File: src/rtl/street_light_ctrl.sv
// Street-light / pedestrian-crossing controller: a self-running Moore FSM with
// a phase timer, synchronised button latch and registered lamp drivers.
module street_light_ctrl #(
  parameter int unsigned GREEN_MIN  = 20,
  parameter int unsigned YELLOW_T   = 4,
  parameter int unsigned ALLRED_T   = 2,
  parameter int unsigned WALK_T     = 10,
  parameter int unsigned FLASH_T    = 6,
  parameter int unsigned FLASH_HALF = 1,
  parameter int unsigned TW         = 16
) (
  input  logic       clk,
  input  logic       rst_n,
  input  logic       b,
  output logic [2:0] state,
  output logic       timer,
  output logic       req_pending,
  output logic       Light,
  output logic       Light2,
  output logic       Light3,
  output logic       Light4
);

  typedef enum logic [2:0] {
    MAIN_GREEN  = 3'b000,
    MAIN_YELLOW = 3'b001,
    ALL_RED1    = 3'b010,
    WALK        = 3'b011,
    WALK_FLASH  = 3'b100,
    ALL_RED2    = 3'b101
  } state_e;

  localparam logic [TW-1:0] GREEN_LD  = TW'(GREEN_MIN - 32'd1);
  localparam logic [TW-1:0] YELLOW_LD = TW'(YELLOW_T - 32'd1);
  localparam logic [TW-1:0] ALLRED_LD = TW'(ALLRED_T - 32'd1);
  localparam logic [TW-1:0] WALK_LD   = TW'(WALK_T - 32'd1);
  localparam logic [TW-1:0] FLASH_LD  = TW'(FLASH_T - 32'd1);
  localparam logic [TW-1:0] FHALF_LD  = TW'(FLASH_HALF - 32'd1);
  localparam logic [TW-1:0] CNT_ZERO  = {TW{1'b0}};
  localparam logic [TW-1:0] CNT_ONE   = {{(TW-1){1'b0}}, 1'b1};

  // Lamp vector {Light, Light2, Light3, Light4}; illegal codes show all-red.
  function automatic logic [3:0] lamps_f(input state_e s, input logic flash);
    case (s)
      MAIN_GREEN:  lamps_f = 4'b1000;
      MAIN_YELLOW: lamps_f = 4'b0100;
      WALK:        lamps_f = 4'b0011;
      WALK_FLASH:  lamps_f = {3'b001, flash};
      default:     lamps_f = 4'b0010;
    endcase
  endfunction

  state_e          state_q, state_d;
  logic [TW-1:0]   cnt_q, cnt_d;
  logic [TW-1:0]   fcnt_q, fcnt_d;
  logic            flash_q, flash_d;
  logic            sync1_q, sync2_q, sync3_q;
  logic            req_q, req_d;
  logic            timer_q;
  logic [3:0]      lamps_q;
  logic            timer_s;
  logic            rise_s;
  logic            enter_walk_s;
  logic            req_window_s;

  assign timer_s      = (cnt_q == CNT_ZERO);
  assign rise_s       = sync2_q & ~sync3_q;
  assign enter_walk_s = (state_q == ALL_RED1) && timer_s;
  assign req_window_s = (state_q == MAIN_GREEN) || (state_q == MAIN_YELLOW) ||
                        (state_q == ALL_RED1)   || (state_q == ALL_RED2);

  // Next-state, phase counter and flash sequencing.
  always_comb begin
    state_d = state_q;
    flash_d = flash_q;
    fcnt_d  = fcnt_q;
    if (cnt_q != CNT_ZERO) begin
      cnt_d = cnt_q - CNT_ONE;
    end else begin
      cnt_d = cnt_q;
    end
    case (state_q)
      MAIN_GREEN: begin
        if (timer_s && req_q) begin
          state_d = MAIN_YELLOW;
          cnt_d   = YELLOW_LD;
        end else begin
          state_d = MAIN_GREEN;
        end
      end
      MAIN_YELLOW: begin
        if (timer_s) begin
          state_d = ALL_RED1;
          cnt_d   = ALLRED_LD;
        end else begin
          state_d = MAIN_YELLOW;
        end
      end
      ALL_RED1: begin
        if (timer_s) begin
          state_d = WALK;
          cnt_d   = WALK_LD;
        end else begin
          state_d = ALL_RED1;
        end
      end
      WALK: begin
        if (timer_s) begin
          state_d = WALK_FLASH;
          cnt_d   = FLASH_LD;
          flash_d = 1'b1;
          fcnt_d  = FHALF_LD;
        end else begin
          state_d = WALK;
        end
      end
      WALK_FLASH: begin
        if (fcnt_q == CNT_ZERO) begin
          flash_d = ~flash_q;
          fcnt_d  = FHALF_LD;
        end else begin
          fcnt_d  = fcnt_q - CNT_ONE;
        end
        if (timer_s) begin
          state_d = ALL_RED2;
          cnt_d   = ALLRED_LD;
          flash_d = 1'b0;
          fcnt_d  = CNT_ZERO;
        end else begin
          state_d = WALK_FLASH;
        end
      end
      ALL_RED2: begin
        if (timer_s) begin
          state_d = MAIN_GREEN;
          cnt_d   = GREEN_LD;
        end else begin
          state_d = ALL_RED2;
        end
      end
      default: begin
        state_d = ALL_RED2;
        cnt_d   = ALLRED_LD;
        flash_d = 1'b0;
        fcnt_d  = CNT_ZERO;
      end
    endcase
  end

  // Request latch: clearing on WALK entry beats a coincident button rise.
  always_comb begin
    if (enter_walk_s) begin
      req_d = 1'b0;
    end else if (rise_s && req_window_s) begin
      req_d = 1'b1;
    end else begin
      req_d = req_q;
    end
  end

  // State, counters, button synchroniser and registered outputs.
  always_ff @(posedge clk or negedge rst_n) begin
    if (!rst_n) begin
      state_q <= MAIN_GREEN;
      cnt_q   <= GREEN_LD;
      fcnt_q  <= CNT_ZERO;
      flash_q <= 1'b0;
      sync1_q <= 1'b0;
      sync2_q <= 1'b0;
      sync3_q <= 1'b0;
      req_q   <= 1'b0;
      timer_q <= (GREEN_MIN == 32'd1);
      lamps_q <= 4'b1000;
    end else begin
      state_q <= state_d;
      cnt_q   <= cnt_d;
      fcnt_q  <= fcnt_d;
      flash_q <= flash_d;
      sync1_q <= b;
      sync2_q <= sync1_q;
      sync3_q <= sync2_q;
      req_q   <= req_d;
      timer_q <= (cnt_d == CNT_ZERO);
      lamps_q <= lamps_f(state_d, flash_d);
    end
  end

  assign state       = state_q;
  assign timer       = timer_q;
  assign req_pending = req_q;
  assign Light       = lamps_q[3];
  assign Light2      = lamps_q[2];
  assign Light3      = lamps_q[1];
  assign Light4      = lamps_q[0];

endmodule
File: config.mk
export PLATFORM = sky130hd
export DESIGN_NAME = street_light_ctrl
export DESIGN_NICKNAME = d
export VERILOG_FILES = /design/src/rtl/street_light_ctrl.sv
export SDC_FILE = /design/constraint.sdc
export NUM_CORES = 1
export LEC_CHECK = 0
export BUFFER_PORTS_ARGS = -buffer_cell sky130_fd_sc_hd__buf_2
export CAP_MARGIN = 20
export CORE_UTILIZATION = 30
export DETAILED_ROUTE_END_ITERATION = 8
export GPL_TIMING_DRIVEN = 0
export HOLD_SLACK_MARGIN = 0.1
export PLACE_DENSITY = 0.46
export SYNTH_ARGS = -nofsm -noshare
export SYNTH_HDL_FRONTEND = slang
export SYNTH_SLANG_ARGS = --single-unit
File: constraint.sdc
create_clock -name clk -period 7.75 [get_ports clk]
set_input_delay 0.775 -clock clk [delete_from_list [all_inputs] [get_ports clk]]
set_output_delay 0.775 -clock clk [all_outputs]
set_load 0.01 [all_outputs]
# Word level (Yosys, flattened, before mapping)
# Index checks and enable logic that the tools add are counted.
# Widths: inputs -> output; s select.
# op_classes
addsub	2
n_eq_ne	9
mux	25
n_bitwise	4
n_reduce_logical	16
# ops
operator	count
$mux 16	9
$pmux 16 s5	1
$logic_not 16->1	3
$pmux 16 s3	1
$sub 16x1->16 const B	2
$pmux 3 s6	1
$pmux 4 s4	1
$reduce_bool 16->1	1
$eq 3x2->1 const B	3
$eq 3x3->1 const B	3
$mux 1	8
$eq 3x1->1 const B	2
$logic_not 3->1	2
$mux 3	2
$reduce_or 4->1	1
$logic_and 1x1->1	3
$logic_or 1x1->1	3
$not 1->1	3
$pmux 1 s3	1
$mux 2	1
$ne 2x2->1 const B	1
$reduce_and 2->1	1
$reduce_bool 2->1	1
$reduce_or 2->1	1
$and 1x1->1	1
# totals
ff_bits	45
inputBits	3

# Logic depth before layout (Yosys ltp)
# depth
ltp_word	7
mapped_depth	13

# Least setup slack after synthesis
# No wires, ideal clock.
# synth_timing
kind	reg2reg
from	reg cnt_q[0]
to	reg timer_q, in the netlist timer
setup_ps	87
arrival_ps	2726
required_time_ps	7663
path_slack_ps	4937
path_stages_with_launch	14
n_path_buf	1
cell_sequence	dfstp_2 > inv_1 > ha_1 > or4b_4 > nor4_4 > inv_2 > buf_2 > ha_1 > nor3_1 > a21oi_1 > o32a_1 > a31oi_1 > o2111ai_1 > a211oi_2
# synth_between
elab_chain_len	5
elab_cells_between_ends	12
# synth_lines
item	line_no	text
from (decl)	54	logic [TW-1:0] cnt_q, cnt_d;
from (signal assigned)	176	cnt_q <= cnt_d;
$sub 16x1->16, or another cell as far along	78	cnt_d = cnt_q - CNT_ONE;
$mux 16 or $logic_and 1x1->1 (tied branches)	77, 84	
$mux 16 (on tied branches)	--	
$pmux 16 s5 *	82	case (state_q)
$logic_not 16->1 *	183	timer_q <= (cnt_d == CNT_ZERO);
to (signal assigned)	172	timer_q <= (GREEN_MIN == 32'd1);
to (signal assigned)	183	
to (decl)	59	logic timer_q;
# Mark *: on every way between the ends. The rest lies on a longest branch, timed or not.
# A chain may end at the register's enable or synchronous reset.

# Final worst setup path
# Same ends and word-level chain as after synthesis.

==> results by group <==
Outcome
  – Outcome: finished, final reports clean

Die
  – Row Count: 32
  – Die ar.: 0.00872 mm2
  – Initial Utilization: 0.317
  – Core area: 0.00789 mm2
  – Die W: 93.4 um
  – Die Span Y: 93.4 um
  – Num ports: 12

Timing
  – Max-slew headroom: 0.500
  – Highest attainable clock frequency: 304 MHz
  – Slew @ Worst Pin: 743 ps
  – Final clock skew: 14.0 ps
  – Fin crit share: 0.424
  – Hold_ws: 356 ps
  – Final setup fails: 0
  – Max Slew Vio Count: 0
  – Final hold violations: 0
  – Final min period: 3290 ps
  – RSZ-0062 raised after global routing: no
  – Fin Setup TNS: 0 ps

Logic synthesis
  – EDFF count, synth: 0
  – Mapped Cells: 269
  – Yosys warning count: 0
  – Post-synth ARST share: 1.00
  – Top FF cell, synth: dfrtp_1
  – FF+latch count, synth: 45
  – Distinct cells, synth: 61
  – Syn_nets: 277
  – Synth Cell Area: 0.00250 mm2
  – Synth Area per Inst: 9.31 um2
  – Sequential share of the synthesized area: 0.452

Global routing
  – Gr usage total: 0.149
  – First-pass GRT wire length: 10.1 mm
  – Largest net degree at the start of global routing: 46
  – Vias in the first global route: 1956
  – Grt ovf: 0
  – Initial antenna violation count: 0

Power
  – Switching power: 445 uW
  – Internal power: 587 uW
  – Net Sw Frac: 0.431
  – Max VDD drop: 88.9 uV
  – Total power: 1.03 mW
  – Comb power frac: 0.464
  – Clock share of power: 0.149
  – Pleak: 1.19 nW
  – Power Density: 369 mW/mm2
  – Flop pwr share: 0.387

Layout
  – Synthesis-to-finish area growth: 11.7%
  – Fillers: 821
  – Ant. Diodes: 0
  – Nets: 296
  – End-of-flow core utilization: 0.355
  – Layout cells sized above 1: 0.149

Worst setup path
  – Setup Crit Path Kind: flop to flop
  – Worst path max stage delay: 510 ps
  – Worst path cell trace: inv_1 > ha_1 > or4b_4 > nor4_4 > inv_2 > buf_2 > ha_1 > nor3_1 > a21oi_1 > o32a_1 > a31oi_1 > o2111ai_1 > a211oi_2
  – CP required: 7950 ps
  – FF-to-FF Start: cnt_q[0]
  – Worst path slowest cell: or4b_4
  – Most frequent CP cell: ha_1
  – Critical Path Source Type: flop
  – CP Launch Point: cnt_q[0]
  – Worst-path maximum fanout: 10
  – Critical path arrival: 3490 ps
  – Worst setup EP type: flop

Worst hold path
  – Hold Path Origin: sync1_q
  – Hold crit path type: flop to flop

Clock network
  – Clock Pin Slew Worst Setup and Hold Paths: 100 ps
  – Setup repair bufs after CTS: 0
  – Clock Path Buffers: 2
  – Clk sinks: 45
  – Hold buffer count at CTS: 0
  – CTS root buffer: clkbuf_8
  – CTS tree: yes
  – Post-CTS sizing: 0
  – Skew-Pair Late Insertion Delay: 310 ps
  – H-tree levels: 2
  – CTS buffer count: 5

Placement
  – GP Congestion: 0.809
  – I/O Buffers: 11
  – HPWL after DPL: 4.15 mm

Route
  – DR pass1 iterations: 4
  – DRC: 0
  – Final ANT Viol Nets: 0
  – Vias: 2027
  – Via-to-Cell Ratio: 5.18
  – Routed length per instance: 15.0 um
  – Initial DRC Count: 75
  – Routed Wire Length: 5.87 mm

Run
  – # Max-Cap Violations: 0
per-stage QoR:
step | cell area (um2) | instances | setup WS (ps)
floorplan | 2500 | 269 | 4940
finish | 2800 | 391 | 4460
global route | 2800 | 391 | 4320
detailed placement | 2690 | 382 | 4540
CTS | 2780 | 390 | 4480
global placement | 2690 | 382 | 4530
kinds of logic (layout without fill, tap and decap cells):
kind of cell               count (synthesis)  in the layout  share of synthesized area
adders and majority gates                  5              5                     0.0250
and+or+nand+nor                          113            113                      0.242
muxes                                      2              2                    0.00850
xor gates and xnor gates                  15             15                     0.0525
DFF                                       45             45                      0.452
buffers and inverters                     25             45                     0.0425
AOI/OAI and AO/OA                         64             64                      0.177
Yosys cell counts (all sizes together), types with 2 or more instances:
cell type,instances,area share
dfrtp,41,0.41
nor2,34,0.051
o21ai,16,0.032
a21oi,15,0.031
nand2,15,0.022
nor3,15,0.030
inv,14,0.021
xnor2,13,0.045
nor4,11,0.033
buf,6,0.014
nand3,6,0.012
clkbuf,5,0.0075
ha,5,0.025
or2,5,0.012
or3,5,0.012
or4,5,0.016
a211oi,4,0.014
dfstp,4,0.042
and2,3,0.0075
nand4,3,0.0075
nor4b,3,0.010
o22ai,3,0.0075
a2111oi,2,0.0070
a21boi,2,0.0060
a21o,2,0.0060
a22o,2,0.0070
a31oi,2,0.0050
and3,2,0.0050
nor3b,2,0.0060
o31ai,2,0.0060
xor2,2,0.0070
worst paths after layout:
kind	end	cells after the start	slack (ps)
max in group asynchronous	cnt_q[1]	2	6750
max reg2reg	timer	13	4460
min reg2reg	sync2_q	0	360
min	sync2_q	0	360
min in group asynchronous	state[2]	1	420
max	timer	13	4460
cell type report:
class                      count  area [um2]  share of cell area
multi-input combinational    199        1270               0.453
sequential                    45        1130               0.404
tap                          102         128              0.0456
timing repair buffer          12        75.1              0.0268
clock buffer                   5        68.8              0.0246
buffer                        11        53.8              0.0192
inverter                      14        52.6              0.0188
clock inverter                 3        21.3             0.00761
power groups by stage:
stage | registers, mW | logic (mW) | clock network [mW]
6_report | 0.399 | 0.479 | 0.154
5_1_grt | 0.414 | 0.541 | 0.174
4_1_cts | 0.399 | 0.480 | 0.163
3_5_place_dp | 0.403 | 0.477 | 0
3_3_place_gp | 0.403 | 0.478 | 0
2_1_floorplan | 0.389 | 0.370 | 0
placed cells by master, fill, tap and decap left out, types with 4 or more instances in the layout:
cell	netlist	routed
or3_1	5	5
clkbuf_8	0	5
clkbuf_1	5	5
nor4_1	10	10
dfstp_2	4	4
dfrtp_1	41	41
nor2_1	34	34
o21ai_1	8	8
ha_1	5	5
o21ai_0	8	8
nor3_1	15	15
nand2_1	15	15
xnor2_1	13	13
a21oi_1	14	14
buf_2	4	15
or4_1	4	4
inv_1	13	13
nand3_1	6	6
flip-flops by register name, summed over array words and instances, names as in the netlist:
| signal | flops |
|---|---|
| cnt_q | 16 |
| flash_q | 1 |
| fcnt_q | 16 |
| lamps_q | 4 |
| state | 3 |
| req_pending | 1 |
| timer | 1 |
| sync1_q | 1 |
| sync3_q | 1 |
| sync2_q | 1 |
worst max-delay path: cells and delay by family, from the launching register on:
kind | cells | cell delay (ps)
compound gates | 5 | 960
simple gates | 3 | 990
buf+inv | 3 | 390
fa+ha+maj | 2 | 430
flops | 1 | 410
routing by layer:
layer / routed length, um / track usage / part of all wire / up-vias
li1: - / - / - / 1019
met1: 3000 / 0.217 / 0.51 / 962
met2: 2560 / 0.222 / 0.44 / 40
met3: 219 / 0.0293 / 0.037 / 6
met4: 82 / 0.0474 / 0.014 / 0
met5: 0 / 0 / 0 / -
Note: power is estimated with default switching activity, not from simulation.
